$ cat src/rtl/px_rect_writer_if.sv
// Command and frame-buffer write bus of the rectangle writer. The slave modport is
// the engine side; the master modport is the command source and write-port observer.
interface px_rect_writer_if #(
  parameter int AW = 16,
  parameter int DW = 6
);
  logic          cmd_valid;
  logic          cmd_ready;
  logic [7:0]    cmd_x;
  logic [7:0]    cmd_y;
  logic [7:0]    cmd_w;
  logic [7:0]    cmd_h;
  logic [DW-1:0] cmd_color;
  logic          busy;
  logic          done;
  logic          err;
  logic [AW-1:0] mem_px_addr;
  logic [DW-1:0] mem_px_data;
  logic          px_wr;

  modport slave (
    input  cmd_valid, cmd_x, cmd_y, cmd_w, cmd_h, cmd_color,
    output cmd_ready, busy, done, err, mem_px_addr, mem_px_data, px_wr
  );

  modport master (
    output cmd_valid, cmd_x, cmd_y, cmd_w, cmd_h, cmd_color,
    input  cmd_ready, busy, done, err, mem_px_addr, mem_px_data, px_wr
  );
endinterface

$ cat src/rtl/px_rect_writer.sv
// Frame-buffer write engine: clears the frame after reset, then fills rectangles one pixel per clock.
// Define PX_RECT_CLIP_EN to clip out-of-bounds rectangles instead of rejecting them with err.
module px_rect_writer #(
  parameter int            SCREEN_X = 184,
  parameter int            SCREEN_Y = 184,
  parameter int            AW       = 16,
  parameter int            DW       = 6,
  parameter logic [DW-1:0] BG_COLOR = '0
) (
  input  logic           clk,
  input  logic           rst,
  px_rect_writer_if.slave bus
);

  localparam logic [AW-1:0] LAST_ADDR = AW'(SCREEN_X * SCREEN_Y - 1);

  typedef enum logic [1:0] {
    S_CLEAR,
    S_IDLE,
    S_CHECK,
    S_FILL
  } state_e;

  state_e        state_q, state_d;
  logic          px_wr_q, px_wr_d;
  logic [AW-1:0] addr_q, addr_d;
  logic [DW-1:0] data_q, data_d;
  logic          ready_q, ready_d;
  logic          busy_q, busy_d;
  logic          done_q, done_d;
  logic          err_q, err_d;
  logic [7:0]    col_q, col_d;
  logic [7:0]    row_q, row_d;

  logic [7:0]    x_q, y_q, w_q, h_q;
  logic [7:0]    w_d, h_d;
  logic [DW-1:0] color_q;

  // Command-path decode
  logic          accept;
  logic          clear_last;
  logic          last_col, last_row;
  logic [8:0]    x_end, y_end;
  logic          x_oob, y_oob, zero_sz;
  logic          chk_empty, chk_reject;
  logic [7:0]    eff_w, eff_h;
  logic [AW-1:0] start_addr;
  logic [AW-1:0] row_step_addr;

  assign accept     = (state_q == S_IDLE) && ready_q && bus.cmd_valid;
  assign clear_last = px_wr_q && (addr_q == LAST_ADDR);
  assign last_col   = (col_q == w_q - 8'd1);
  assign last_row   = (row_q == h_q - 8'd1);

  assign x_end   = {1'b0, x_q} + {1'b0, w_q};
  assign y_end   = {1'b0, y_q} + {1'b0, h_q};
  assign x_oob   = x_end > 9'(SCREEN_X);
  assign y_oob   = y_end > 9'(SCREEN_Y);
  assign zero_sz = (w_q == 8'd0) || (h_q == 8'd0);

`ifdef PX_RECT_CLIP_EN
  logic off_screen;
  assign off_screen = ({1'b0, x_q} >= 9'(SCREEN_X)) || ({1'b0, y_q} >= 9'(SCREEN_Y));
  // Clipped sizes are only consumed when the origin is on screen, so the subtraction stays positive.
  assign eff_w      = x_oob ? 8'(SCREEN_X - int'(x_q)) : w_q;
  assign eff_h      = y_oob ? 8'(SCREEN_Y - int'(y_q)) : h_q;
  assign chk_empty  = zero_sz || off_screen;
  assign chk_reject = 1'b0;
`else
  assign eff_w      = w_q;
  assign eff_h      = h_q;
  assign chk_empty  = zero_sz;
  assign chk_reject = x_oob || y_oob;
`endif

  // Constant multiply by the frame width, evaluated once per rectangle.
  assign start_addr    = AW'(y_q) * AW'(SCREEN_X) + AW'(x_q);
  assign row_step_addr = addr_q + AW'(SCREEN_X) - AW'(w_q) + AW'(1);

  // State and output registers.
  // NOTE: sequential state uses non-blocking assignments so every register samples pre-edge values.
  always_ff @(posedge clk) begin
    if (rst) begin
      state_q <= S_CLEAR;
      px_wr_q <= 1'b0;
      addr_q  <= '0;
      data_q  <= '0;
      ready_q <= 1'b0;
      busy_q  <= 1'b1;
      done_q  <= 1'b0;
      err_q   <= 1'b0;
      col_q   <= '0;
      row_q   <= '0;
      w_q     <= '0;
      h_q     <= '0;
    end else begin
      state_q <= state_d;
      px_wr_q <= px_wr_d;
      addr_q  <= addr_d;
      data_q  <= data_d;
      ready_q <= ready_d;
      busy_q  <= busy_d;
      done_q  <= done_d;
      err_q   <= err_d;
      col_q   <= col_d;
      row_q   <= row_d;
      w_q     <= w_d;
      h_q     <= h_d;
    end
  end

  // NOTE: origin and colour are only read after an accept loads them, so they carry no reset.
  always_ff @(posedge clk) begin
    if (accept) begin
      x_q     <= bus.cmd_x;
      y_q     <= bus.cmd_y;
      color_q <= bus.cmd_color;
    end
  end

  // Next-state and loop counters
  always_comb begin
    // NOTE: every variable gets a default first, so no path leaves one unassigned and no latch is inferred.
    state_d = state_q;
    col_d   = col_q;
    row_d   = row_q;
    w_d     = w_q;
    h_d     = h_q;
    unique case (state_q)
      S_CLEAR: if (clear_last) state_d = S_IDLE;
      S_IDLE: begin
        if (accept) begin
          state_d = S_CHECK;
          w_d     = bus.cmd_w;
          h_d     = bus.cmd_h;
        end
      end
      S_CHECK: begin
        if (chk_empty || chk_reject) begin
          state_d = S_IDLE;
        end else begin
          state_d = S_FILL;
          w_d     = eff_w;
          h_d     = eff_h;
          col_d   = '0;
          row_d   = '0;
        end
      end
      S_FILL: begin
        if (last_col) begin
          col_d = '0;
          row_d = row_q + 8'd1;
          if (last_row) state_d = S_IDLE;
        end else begin
          col_d = col_q + 8'd1;
        end
      end
      default: state_d = S_CLEAR;
    endcase
  end

  // Registered outputs, decided one cycle ahead from the state being entered
  always_comb begin
    px_wr_d = 1'b0;
    addr_d  = addr_q;
    data_d  = data_q;
    done_d  = 1'b0;
    err_d   = 1'b0;
    ready_d = (state_d == S_IDLE);
    busy_d  = (state_d != S_IDLE);
    unique case (state_q)
      S_CLEAR: begin
        if (!clear_last) begin
          px_wr_d = 1'b1;
          addr_d  = px_wr_q ? addr_q + AW'(1) : '0;
          data_d  = BG_COLOR;
        end
      end
      S_CHECK: begin
        if (chk_empty) begin
          done_d = 1'b1;
        end else if (chk_reject) begin
          err_d = 1'b1;
        end else begin
          px_wr_d = 1'b1;
          addr_d  = start_addr;
          data_d  = color_q;
        end
      end
      S_FILL: begin
        if (last_col && last_row) begin
          done_d = 1'b1;
        end else begin
          px_wr_d = 1'b1;
          addr_d  = last_col ? row_step_addr : addr_q + AW'(1);
          data_d  = color_q;
        end
      end
      default: ;
    endcase
  end

  assign bus.cmd_ready   = ready_q;
  assign bus.busy        = busy_q;
  assign bus.done        = done_q;
  assign bus.err         = err_q;
  assign bus.px_wr       = px_wr_q;
  assign bus.mem_px_addr = addr_q;
  assign bus.mem_px_data = data_q;

endmodule

$ cat src/flat_wrapper.sv
// flat-port wrapper written by rule: the top's interface ports become plain ports
module px_rect_writer_flat 
#(
  parameter int            SCREEN_X = 184,
  parameter int            SCREEN_Y = 184,
  parameter int            AW       = 16,
  parameter int            DW       = 6,
  parameter logic [DW-1:0] BG_COLOR = '0
)
  (clk, rst, bus_cmd_valid, bus_cmd_x, bus_cmd_y, bus_cmd_w, bus_cmd_h, bus_cmd_color, bus_cmd_ready, bus_busy, bus_done, bus_err, bus_mem_px_addr, bus_mem_px_data, bus_px_wr);
  px_rect_writer_if #(.AW(AW), .DW(DW)) bus_i ();
  input  logic clk;
  input  logic rst;
  input wire logic [$bits(bus_i.cmd_valid)-1:0] bus_cmd_valid;
  input wire logic [$bits(bus_i.cmd_x)-1:0] bus_cmd_x;
  input wire logic [$bits(bus_i.cmd_y)-1:0] bus_cmd_y;
  input wire logic [$bits(bus_i.cmd_w)-1:0] bus_cmd_w;
  input wire logic [$bits(bus_i.cmd_h)-1:0] bus_cmd_h;
  input wire logic [$bits(bus_i.cmd_color)-1:0] bus_cmd_color;
  output wire logic [$bits(bus_i.cmd_ready)-1:0] bus_cmd_ready;
  output wire logic [$bits(bus_i.busy)-1:0] bus_busy;
  output wire logic [$bits(bus_i.done)-1:0] bus_done;
  output wire logic [$bits(bus_i.err)-1:0] bus_err;
  output wire logic [$bits(bus_i.mem_px_addr)-1:0] bus_mem_px_addr;
  output wire logic [$bits(bus_i.mem_px_data)-1:0] bus_mem_px_data;
  output wire logic [$bits(bus_i.px_wr)-1:0] bus_px_wr;
  assign bus_i.cmd_valid = bus_cmd_valid;
  assign bus_i.cmd_x = bus_cmd_x;
  assign bus_i.cmd_y = bus_cmd_y;
  assign bus_i.cmd_w = bus_cmd_w;
  assign bus_i.cmd_h = bus_cmd_h;
  assign bus_i.cmd_color = bus_cmd_color;
  assign bus_cmd_ready = bus_i.cmd_ready;
  assign bus_busy = bus_i.busy;
  assign bus_done = bus_i.done;
  assign bus_err = bus_i.err;
  assign bus_mem_px_addr = bus_i.mem_px_addr;
  assign bus_mem_px_data = bus_i.mem_px_data;
  assign bus_px_wr = bus_i.px_wr;
  px_rect_writer #(.SCREEN_X(SCREEN_X), .SCREEN_Y(SCREEN_Y), .AW(AW), .DW(DW), .BG_COLOR(BG_COLOR)) u_core (.clk(clk), .rst(rst), .bus(bus_i));
endmodule
$ cat config.mk
export PLATFORM = sky130hd
export DESIGN_NAME = px_rect_writer_flat
export DESIGN_NICKNAME = d
export VERILOG_FILES = /design/src/rtl/px_rect_writer_if.sv /design/src/rtl/px_rect_writer.sv /design/src/flat_wrapper.sv
export SDC_FILE = /design/constraint.sdc
export NUM_CORES = 1
export LEC_CHECK = 0
export CORE_MARGIN = 5
export CORE_UTILIZATION = 25
export CTS_BUF_LIST = sky130_fd_sc_hd__clkbuf_8 sky130_fd_sc_hd__clkbuf_16
export CTS_CLUSTER_DIAMETER = 60
export CTS_CLUSTER_SIZE = 40
export DETAILED_ROUTE_END_ITERATION = 16
export PLACE_DENSITY = 0.52
export SETUP_SLACK_MARGIN = 0.15
export SLEW_MARGIN = 15
export SYNTH_ARGS = -nofsm -noshare
export SYNTH_HDL_FRONTEND = slang
export SYNTH_SLANG_ARGS = --single-unit
$ cat constraint.sdc
create_clock -name clk -period 4.2 [get_ports clk]
set_clock_uncertainty 0.15 [all_clocks]
set_input_delay 0.42 -clock clk [delete_from_list [all_inputs] [get_ports clk]]
set_output_delay 0.42 -clock clk [all_outputs]
set_load 0.05 [all_outputs]
==> flow_metrics.env, run 1 <==
export IMPL_rsz0062_at_grt="yes"
export IMPL_grt_max_degree=45
export IMPL_hpwlAfterDp_mm=16.7
export IMPL_fin_cells=1333
export IMPL_worst_path_buf_inv=3
export IMPL_hold_path_class="in -> reg"
export IMPL_power_leakage_nw=3.46
export IMPL_clock_latency_ns=0.36
export IMPL_worstMarginPinSlew_ns=0.827
export IMPL_fin_tns_setup_ns=0
export IMPL_fmax_mhz=246
export IMPL_io_buffers=67
export IMPL_gr_usage_all_layers=0.132
export IMPL_die_y_um=180
export IMPL_synth_cells=852
export IMPL_rows=62
export IMPL_dp_cells=1305
export IMPL_synth_top_area_cell="dfxtp_1"
export IMPL_syn_to_final_growth_pct=26.1
export IMPL_drv_cap=0
export IMPL_syn_area_um2=7240
export IMPL_critPathMaxStageDelay_ns=0.47
export IMPL_numCtsBuffers=9
export IMPL_root_buffer="clkbuf_16"
export IMPL_ant_nets=0
export IMPL_start_util=0.253
export IMPL_wl_mm=22.1
export IMPL_final_hold_viol_count=0
export IMPL_slew_viol_final=0
export IMPL_synth_seq_cells=83
export IMPL_grt_pass1_wl_mm=35.1
export IMPL_path_cells="buf_4, ha_1, ha_1, ha_2, inv_1, fa_1, inv_1, ha_4, o21ai_1, o21bai_1, a21oi_1, or3b_4, a2111oi_4, xnor2_1, a2111oi_2, a221oi_2"
export IMPL_antenna_found_initial=0
export IMPL_synth_area_top_cells="dfxtp_1 17%, ha_1 14%, edfxtp_1 9.1%"
export IMPL_cts_sinks=83
export IMPL_vias=6692
export IMPL_syn_num_nets=990
export IMPL_synth_flop_cell="dfxtp_1"
export IMPL_core_um2=28600
export IMPL_fin_nets=1082
export IMPL_crit_required_ns=4.26
export IMPL_gp_congestion=0.839
export IMPL_yosysSeqAreaShare=0.260
export IMPL_synth_edf_count=22
export IMPL_firstDrtPassIters=5
export IMPL_avgRoutedWirePerCell_um=16.6
export IMPL_clk_pin_slew_ns=0.07
export IMPL_place_ws_ns=0.00259
export IMPL_syn_area_per_cell_um2=8.50
export IMPL_cp_start_kind="register"
export IMPL_num_io_pins=68
export IMPL_die_x_um=180
export IMPL_drc=0
export IMPL_crit_path_end_kind="register"
export IMPL_cts_max_level=3
export IMPL_diodes=0
export IMPL_drive_gt1_frac=0.130
export IMPL_synthArstFlopShare=0
export IMPL_cellPowerDensity_nw_per_um2=200
export IMPL_status="finished clean"
export IMPL_ys_warn_count=0
export IMPL_critPathKind="reg -> reg"
export IMPL_cts_tree="done"
export IMPL_grt_overflow=0
export IMPL_hold_ws_ns=0.187
export IMPL_netlist_area_leader_share=0.169
export IMPL_synth_distinct_cells=86
export IMPL_slew_headroom=0.448
export IMPL_irDropWorstVdd_mv=0.158
export IMPL_critical_path_top_delay_family="adder cells"
export IMPL_drt_vias_per_instance=5.02
export IMPL_finalWorstSetupSlack_ns=0.127
export IMPL_cp_arrival_ns=4.14
export IMPL_grt_pass1_vias=6525
export IMPL_clk_path_buf_depth=2
export IMPL_setup_viol=0
export IMPL_crit_fanout=4
export IMPL_timing_final_crit_share=0.970
export IMPL_dieArea_um2=32500
export IMPL_drt_initial_drc_count=382
export IMPL_fill_cells=3036
export IMPL_period_minus_slack_ns=4.07
export IMPL_crit_slowest_cell="fa_1"
-- flip-flops by register name, indices dropped and copies added (netlist names) --
name / count
u_core.color_q: 6
u_core.bus.px_wr: 1
u_core.x_q: 8
u_core.bus.mem_px_addr: 16
u_core.state_q: 2
u_core.bus.busy: 1
u_core.y_q: 8
u_core.eff_w: 8
u_core.col_q: 8
u_core.eff_h: 8
u_core.bus.cmd_ready: 1
u_core.bus.err: 1
u_core.bus.done: 1
u_core.row_q: 8
u_core.bus.mem_px_data: 6
-- placed cells by master (no fill, tap or decap), types with 10 or more instances in the layout --
master           Yosys  layout
nand2_1             70      70
a31oi_1             10      10
o211ai_1            12      12
buf_4                2      42
edfxtp_1            22      22
nand3_1             28      28
ha_1                83      74
or2_2               12      12
clkdlybuf4s50_1      0      66
inv_1               71      70
xor2_1              17      17
o21ai_0             30      27
a211oi_1            22      20
nor2_1              47      46
fa_1                14      13
nand2b_1            12      11
xnor2_1             35      34
a21oi_1             64      63
nor3_1              25      22
nand4_1             14      14
dfxtp_1             61      61
-- layout make-up --
| cell class | count | area [µm²] | area share |
|---|---|---|---|
| clock inverter | 7 | 105 | 0.0115 |
| timing repair buffer | 110 | 992 | 0.109 |
| sequential | 83 | 1880 | 0.206 |
| inverter | 71 | 267 | 0.0292 |
| multi-input combinational | 669 | 5180 | 0.567 |
| tap | 384 | 480 | 0.0526 |
| clock buffer | 9 | 225 | 0.0247 |
-- what timing repair did --
action | in CTS | in global routing
endpoints found under the hold margin | 0 | 0
gates cloned | 0 | 0
endpoints found under the setup margin | 3 | 5
resized for setup | 14 | 13
hold buffers | 0 | 0
pin swaps | 22 | 10
buffers inserted | 10 | 2
-- per-layer routing --
layer,GRT usage,up-vias,routed length (µm)
li1,-,3327,-
met1,0.186,3178,10800
met2,0.210,163,9970
met3,0.0266,24,1000
met4,0.0281,0,310
met5,0,-,0
-- Yosys cell counts (all sizes together) (6+ instances only) --
library cell,number
nand4,14
nand3b,9
nor3b,9
a211oi,24
nand2,72
a21oi,65
o211ai,14
dfxtp,61
o21ai,38
and3,7
mux2i,8
xnor2,35
fa,14
a2111oi,6
a21o,6
clkbuf,18
or3,6
o31ai,8
nand2b,12
nand3,28
a31oi,10
ha,83
inv,71
nor2,48
buf,11
a311oi,8
edfxtp,22
or2,12
xor2,17
nor3,25
nor2b,8
-- per-stage QoR --
step	area [µm²]	total power, mW	util
final	9130	1.83	0.319
after global routing	9130	1.88	0.319
after CTS	9040	1.85	0.316
after detailed placement	8560	0.918	0.299
after global placement	8560	0.918	0.299
after floorplan	7320	0.869	-
-- cell families (layout without fill, tap and decap cells) --
family	Yosys count	count (layout)	share of synthesized area
flip-flops	83	83	0.260
adder cells (fa/ha/maj)	97	97	0.182
AO/OA/AOI/OAI	237	237	0.230
AND/OR/NAND/NOR	275	275	0.197
XOR/XNOR	52	52	0.0629
multiplexers	8	8	0.0111
buffers and inverters	100	197	0.0563
-- report_power, final --
part           internal, mW  switching (mW)  total [mW]
clock network         0.534           0.394       0.927
registers             0.820         0.00323       0.824
logic                0.0412          0.0338      0.0749
-- worst paths after layout --
check | from | to | slack (ns) | cells after the start
worst max-delay path | u_core.y_q[1]$_DFFE_PP_ | u_core.bus.mem_px_addr[14]$_SDFFE_PP0P_ | 0.13 | 16
worst min-delay path | rst | u_core.bus.mem_px_data[0]$_SDFFE_PP0P_ | 0.19 | 2
worst max register to register | u_core.y_q[1]$_DFFE_PP_ | u_core.bus.mem_px_addr[14]$_SDFFE_PP0P_ | 0.13 | 16
worst min register to register | u_core.bus.mem_px_data[3]$_SDFFE_PP0P_ | u_core.bus.mem_px_data[3]$_SDFFE_PP0P_ | 0.34 | 2
Power figures use the tool's default switching activity.
==> inputs of run 2 (changes only) <==
--- a/config.mk
+++ b/config.mk
@@ -7,11 +7,10 @@
 export LEC_CHECK = 0
 export CORE_MARGIN = 5
 export CORE_UTILIZATION = 25
-export CTS_BUF_LIST = sky130_fd_sc_hd__clkbuf_8 sky130_fd_sc_hd__clkbuf_16
 export CTS_CLUSTER_DIAMETER = 60
 export CTS_CLUSTER_SIZE = 40
 export DETAILED_ROUTE_END_ITERATION = 16
-export PLACE_DENSITY = 0.52
+export PLACE_DENSITY = 0.45
 export SETUP_SLACK_MARGIN = 0.15
 export SLEW_MARGIN = 15
 export SYNTH_ARGS = -nofsm -noshare
==> run 2 against run 1 <==
Sequential share of layout area fell by 0.068 points. Total power decreased by 9.8%. Non-clock buffer count up 3. First-iteration DRC count shrank 2.1%. Hold slack improved by 0.11 ns. Highest routed layer unchanged. Maximum frequency increased by 0.83%.
==> flow_metrics.env, run 2 (synthesis gave the netlist of run 1 again) <==
export IMPL_status="finished clean"
export IMPL_final_area_um2=9160
export IMPL_gp_congestion=0.840
export IMPL_p_switching_mw=0.384
export IMPL_antenna_found_initial=0
export IMPL_critPathMaxStageDelay_ns=0.52
export IMPL_finalWorstSetupSlack_ns=0.161
export IMPL_fin_nets=1085
export IMPL_rsz0062_at_grt="yes"
export IMPL_fill_cells=3007
export IMPL_drive_gt1_frac=0.138
export IMPL_avgRoutedWirePerCell_um=16.6
export IMPL_cp_start_kind="register"
export IMPL_setup_viol=0
export IMPL_cts_sinks=83
export IMPL_grt_max_degree=51
export IMPL_final_hold_viol_count=0
export IMPL_crit_fanout=4
export IMPL_drt_initial_drc_count=374
export IMPL_hold_path_class="in -> reg"
export IMPL_slew_viol_final=0
export IMPL_switching_share=0.233
export IMPL_vias=6506
export IMPL_clockPowerShare=0.453
export IMPL_fin_tns_setup_ns=0
export IMPL_seqPwrFrac=0.500
export IMPL_critPathKind="reg -> reg"
export IMPL_grt_overflow=0
export IMPL_power_leakage_nw=3.47
export IMPL_cellPowerDensity_nw_per_um2=180
export IMPL_place_ws_ns=-0.000970
export IMPL_crit_required_ns=4.26
export IMPL_mostFrequentLayoutCell="ha_1"
export IMPL_diodes=0
export IMPL_path_cells="ha_1, fa_1, fa_1, ha_4, or2_4, o22a_1, xnor2_2, or3b_4, a2111oi_4, xnor2_1, a2111oi_2, a221oi_2"
export IMPL_drv_cap=0
export IMPL_firstDrtPassIters=4
export IMPL_largest_reg_flops=16
export IMPL_ant_nets=0
export IMPL_fmax_mhz=248
export IMPL_die_x_um=180
export IMPL_syn_to_final_growth_pct=26.5
export IMPL_place_area_um2=8590
export IMPL_start_util=0.253
export IMPL_period_minus_slack_ns=4.04
export IMPL_crit_slowest_cell="fa_1"
export IMPL_hpwlAfterDp_mm=17.0
export IMPL_dieArea_um2=32500
export IMPL_crit_path_end_kind="register"
export IMPL_core_um2=28600
export IMPL_num_io_pins=68
export IMPL_grt_pass1_vias=6258
export IMPL_internal_power_mw=1.26
export IMPL_io_buffers=67
export IMPL_drt_vias_per_instance=4.87
export IMPL_cts_hold_buffers_added=0
export IMPL_irDropWorstVdd_mv=0.164
export IMPL_final_cell_mix="77 x ha_1, 70 x nand2_1, 69 x inv_1"
export IMPL_wl_mm=22.1
export IMPL_timing_final_crit_share=0.962
export IMPL_crit_top_cell="fa_1"
export IMPL_clock_latency_ns=0.35
export IMPL_clk_path_buf_depth=2
export IMPL_clk_pin_slew_ns=0.07
export IMPL_numCtsBuffers=9
export IMPL_rows=62
export IMPL_grt_pass1_wl_mm=35.0
export IMPL_worstMarginPinSlew_ns=0.839
export IMPL_combPwrFrac=0.047
export IMPL_utilization=0.320
export IMPL_drc=0
export IMPL_gr_usage_all_layers=0.134
export IMPL_finalPower_mw=1.65
export IMPL_root_buffer="clkbuf_16"
export IMPL_cts_tree="done"
export IMPL_cts_max_level=3
export IMPL_slew_headroom=0.440
export IMPL_die_y_um=180
export IMPL_cp_arrival_ns=4.10
run 2: critical path, delay by kind of cell, from the launching register on:
| kind | cells | cell delay, ns |
|---|---|---|
| AO/OA/AOI/OAI | 4 | 0.84 |
| XOR/XNOR | 2 | 0.29 |
| adder cells (fa/ha/maj) | 4 | 1.50 |
| flip-flops | 1 | 0.45 |
| AND/OR/NAND/NOR | 2 | 0.65 |
run 2: power groups by stage:
stage / registers, mW / logic, mW / clock network [mW]
after CTS: 0.824 / 0.0786 / 0.770
after global placement: 0.842 / 0.0784 / 0
after floorplan: 0.846 / 0.0227 / 0
after global routing: 0.823 / 0.0828 / 0.798
final: 0.824 / 0.0774 / 0.746
after detailed placement: 0.842 / 0.0780 / 0
run 2: stage by stage:
stage | std cells | hold WS (ns)
floorplan | 852 | 0.298
global placement | 1309 | 0.321
detailed placement | 1309 | 0.320
CTS | 1333 | 0.289
global route | 1336 | 0.321
finish | 1336 | 0.293
run 2: what timing repair did:
| item | in CTS | in global routing |
|---|---|---|
| gates cloned | 0 | 0 |
| gates resized for setup | 12 | 29 |
| buffers inserted | 8 | 3 |
| setup endpoints to repair | 3 | 6 |
| pin swaps | 21 | 12 |
run 2: layout make-up:
| cell class | count | area (µm²) | area share |
|---|---|---|---|
| Inverter | 71 | 267 | 0.0291 |
| Clock inverter | 5 | 31.3 | 0.00342 |
| Sequential cell | 83 | 1880 | 0.205 |
| Clock buffer | 11 | 233 | 0.0254 |
| Tap cell | 384 | 480 | 0.0525 |
| Timing Repair Buffer | 113 | 1020 | 0.111 |
| Multi-Input combinational cell | 669 | 5250 | 0.573 |
run 2: metal layers:
layer	wire length [µm]	GRT usage
met5	0	0
met4	277	0.0318
met2	10100	0.212
met1	10800	0.186
met3	906	0.0293
run 2: path summary, 6_finish.rpt:
path                                               start                                      end  slack, ns  cells past startpoint
hold / removal                                       rst  u_core.bus.mem_px_addr[13]$_SDFFE_PP0P_       0.29                      3
hold reg to reg   u_core.bus.mem_px_data[4]$_SDFFE_PP0P_   u_core.bus.mem_px_data[4]$_SDFFE_PP0P_       0.34                      2
setup reg to reg                 u_core.y_q[1]$_DFFE_PP_  u_core.bus.mem_px_addr[14]$_SDFFE_PP0P_       0.16                     12
setup / recovery                 u_core.y_q[1]$_DFFE_PP_  u_core.bus.mem_px_addr[14]$_SDFFE_PP0P_       0.16                     12
==> inputs of run 3 (changes only) <==
--- a/config.mk
+++ b/config.mk
@@ -5,7 +5,6 @@
 export SDC_FILE = /design/constraint.sdc
 export NUM_CORES = 1
 export LEC_CHECK = 0
-export CORE_MARGIN = 5
 export CORE_UTILIZATION = 25
 export CTS_CLUSTER_DIAMETER = 60
 export CTS_CLUSTER_SIZE = 40
==> run 3 against run 2 <==
Combinational power increased by 2%. Cell area is 1.2% higher. Hold slack gained 0.047 ns. First-iteration DRC count increased by 7.2%. Global-route usage increased by 2.0 points. Via count increased by 1.4%. Register-to-register slack better by 0.04 ns. Non-clock buffer count rose by 9. Maximum frequency grew 0.88%.
==> flow_metrics.env, run 3 (synthesis gave the netlist of run 1 again) <==
export IMPL_firstDrtPassIters=5
export IMPL_wl_mm=22.0
export IMPL_period_minus_slack_ns=4.00
export IMPL_die_x_um=172
export IMPL_worst_path_buf_inv=2
export IMPL_io_buffers=67
export IMPL_slew_viol_final=0
export IMPL_cp_arrival_ns=4.06
export IMPL_clock_latency_ns=0.36
export IMPL_crit_path_end_kind="register"
export IMPL_avgRoutedWirePerCell_um=16.4
export IMPL_rsz0062_at_grt="yes"
export IMPL_path_cells="ha_1, inv_2, fa_2, fa_2, inv_2, ha_4, o21ai_2, o21bai_1, a21oi_2, or3b_4, a2111oi_4, xnor2_1, a2111oi_2, a221oi_2"
export IMPL_cts_tree="done"
export IMPL_syn_to_final_growth_pct=28.0
export IMPL_ant_nets=0
export IMPL_grt_max_degree=51
export IMPL_largest_reg_flops=16
export IMPL_drive_gt1_frac=0.152
export IMPL_final_area_um2=9270
export IMPL_power_leakage_nw=3.51
export IMPL_place_area_um2=8610
export IMPL_gp_congestion=0.850
export IMPL_rows=61
export IMPL_cellPowerDensity_nw_per_um2=188
export IMPL_cts_max_level=3
export IMPL_setup_viol=0
export IMPL_drt_initial_drc_count=401
export IMPL_fin_tns_setup_ns=0
export IMPL_gr_usage_all_layers=0.153
export IMPL_root_buffer="clkbuf_16"
export IMPL_cts_sinks=83
export IMPL_critical_path_top_delay_family="adder cells"
export IMPL_cts_hold_buffers_added=0
export IMPL_hold_path_class="reg -> reg"
export IMPL_cp_start_kind="register"
export IMPL_irDropWorstVdd_mv=0.164
export IMPL_antenna_found_initial=0
export IMPL_status="finished clean"
export IMPL_numCtsBuffers=9
export IMPL_core_um2=28200
export IMPL_slew_headroom=0.409
export IMPL_vias=6595
export IMPL_critPathKind="reg -> reg"
export IMPL_crit_fanout=4
export IMPL_clk_pin_slew_ns=0.07
export IMPL_die_y_um=172
export IMPL_critPathMaxStageDelay_ns=0.58
export IMPL_grt_pass1_vias=6361
export IMPL_crit_required_ns=4.26
export IMPL_hpwlAfterDp_mm=16.7
export IMPL_drv_cap=0
export IMPL_start_util=0.257
export IMPL_drc=0
export IMPL_final_hold_viol_count=0
export IMPL_grt_overflow=0
export IMPL_diodes=0
export IMPL_drt_vias_per_instance=4.93
export IMPL_crit_slowest_cell="fa_2"
export IMPL_mostFrequentLayoutCell="ha_1"
export IMPL_worstMarginPinSlew_ns=0.885
export IMPL_num_io_pins=68
export IMPL_clk_path_buf_depth=2
export IMPL_fmax_mhz=250
export IMPL_final_cell_mix="73 x ha_1, 70 x nand2_1, 67 x inv_1"
export IMPL_timing_final_crit_share=0.953
export IMPL_grt_pass1_wl_mm=35.1
export IMPL_fin_nets=1094
export IMPL_dieArea_um2=29700
-- run 3: worst register-to-register path, delay by kind of cell, from the launching register on --
family | cells | cell delay, ns
adders and majority gates | 4 | 1.64
DFF | 1 | 0.50
xor gates and xnor gates | 1 | 0.12
buffers and inverters | 2 | 0.10
AOI/OAI and AO/OA | 6 | 0.94
and+or+nand+nor | 1 | 0.42
-- run 3: final cells by class --
| type | count | area [µm²] |
|---|---|---|
| fillers | 2950 | 18900 |
| multi-input cells | 669 | 5260 |
| flip-flops and latches | 83 | 1880 |
| repair buffers | 122 | 1090 |
| well taps | 378 | 473 |
| inverters | 71 | 267 |
| clock buffers | 10 | 229 |
| clock inverters | 6 | 72.6 |
-- run 3: path summary, 6_finish.rpt --
kind	start	end	slack, ns	cells after the start
worst max-delay path	u_core.y_q[2]$_DFFE_PP_	u_core.bus.mem_px_addr[14]$_SDFFE_PP0P_	0.20	14
worst min-delay path	u_core.bus.mem_px_data[5]$_SDFFE_PP0P_	u_core.bus.mem_px_data[5]$_SDFFE_PP0P_	0.34	2
worst max register to register	u_core.y_q[2]$_DFFE_PP_	u_core.bus.mem_px_addr[14]$_SDFFE_PP0P_	0.20	14
worst min register to register	u_core.bus.mem_px_data[5]$_SDFFE_PP0P_	u_core.bus.mem_px_data[5]$_SDFFE_PP0P_	0.34	2
-- run 3: stage by stage --
stage	util	power, mW	instances	setup WS [ns]	hold WS, ns
3_5_place_dp	0.306	0.919	1306	-0.00263	0.325
3_3_place_gp	0.306	0.920	1306	0.0636	0.326
4_1_cts	0.323	1.76	1333	0.0883	0.346
5_1_grt	0.329	1.80	1339	-0.00803	0.361
2_1_floorplan	-	0.869	852	0.137	0.298
6_report	0.329	1.74	1339	0.196	0.340
-- run 3: timing repair --
action | in CTS | in global routing
pin swaps | 22 | 15
gates resized for setup | 21 | 25
hold endpoints to repair | 0 | 0
endpoints found under the setup margin | 3 | 5
cloned | 0 | 0
buffers inserted | 11 | 6
-- run 3: metal layers --
metal	routed length [µm]	GRT usage
met5	0	0
met4	300	0.0366
met3	606	0.0245
met2	10000	0.248
met1	11100	0.211
-- run 3: report_power, final --
group	internal, mW	switching (mW)
clock	0.468	0.371
sequential	0.821	0.00140
combinational	0.0429	0.0360
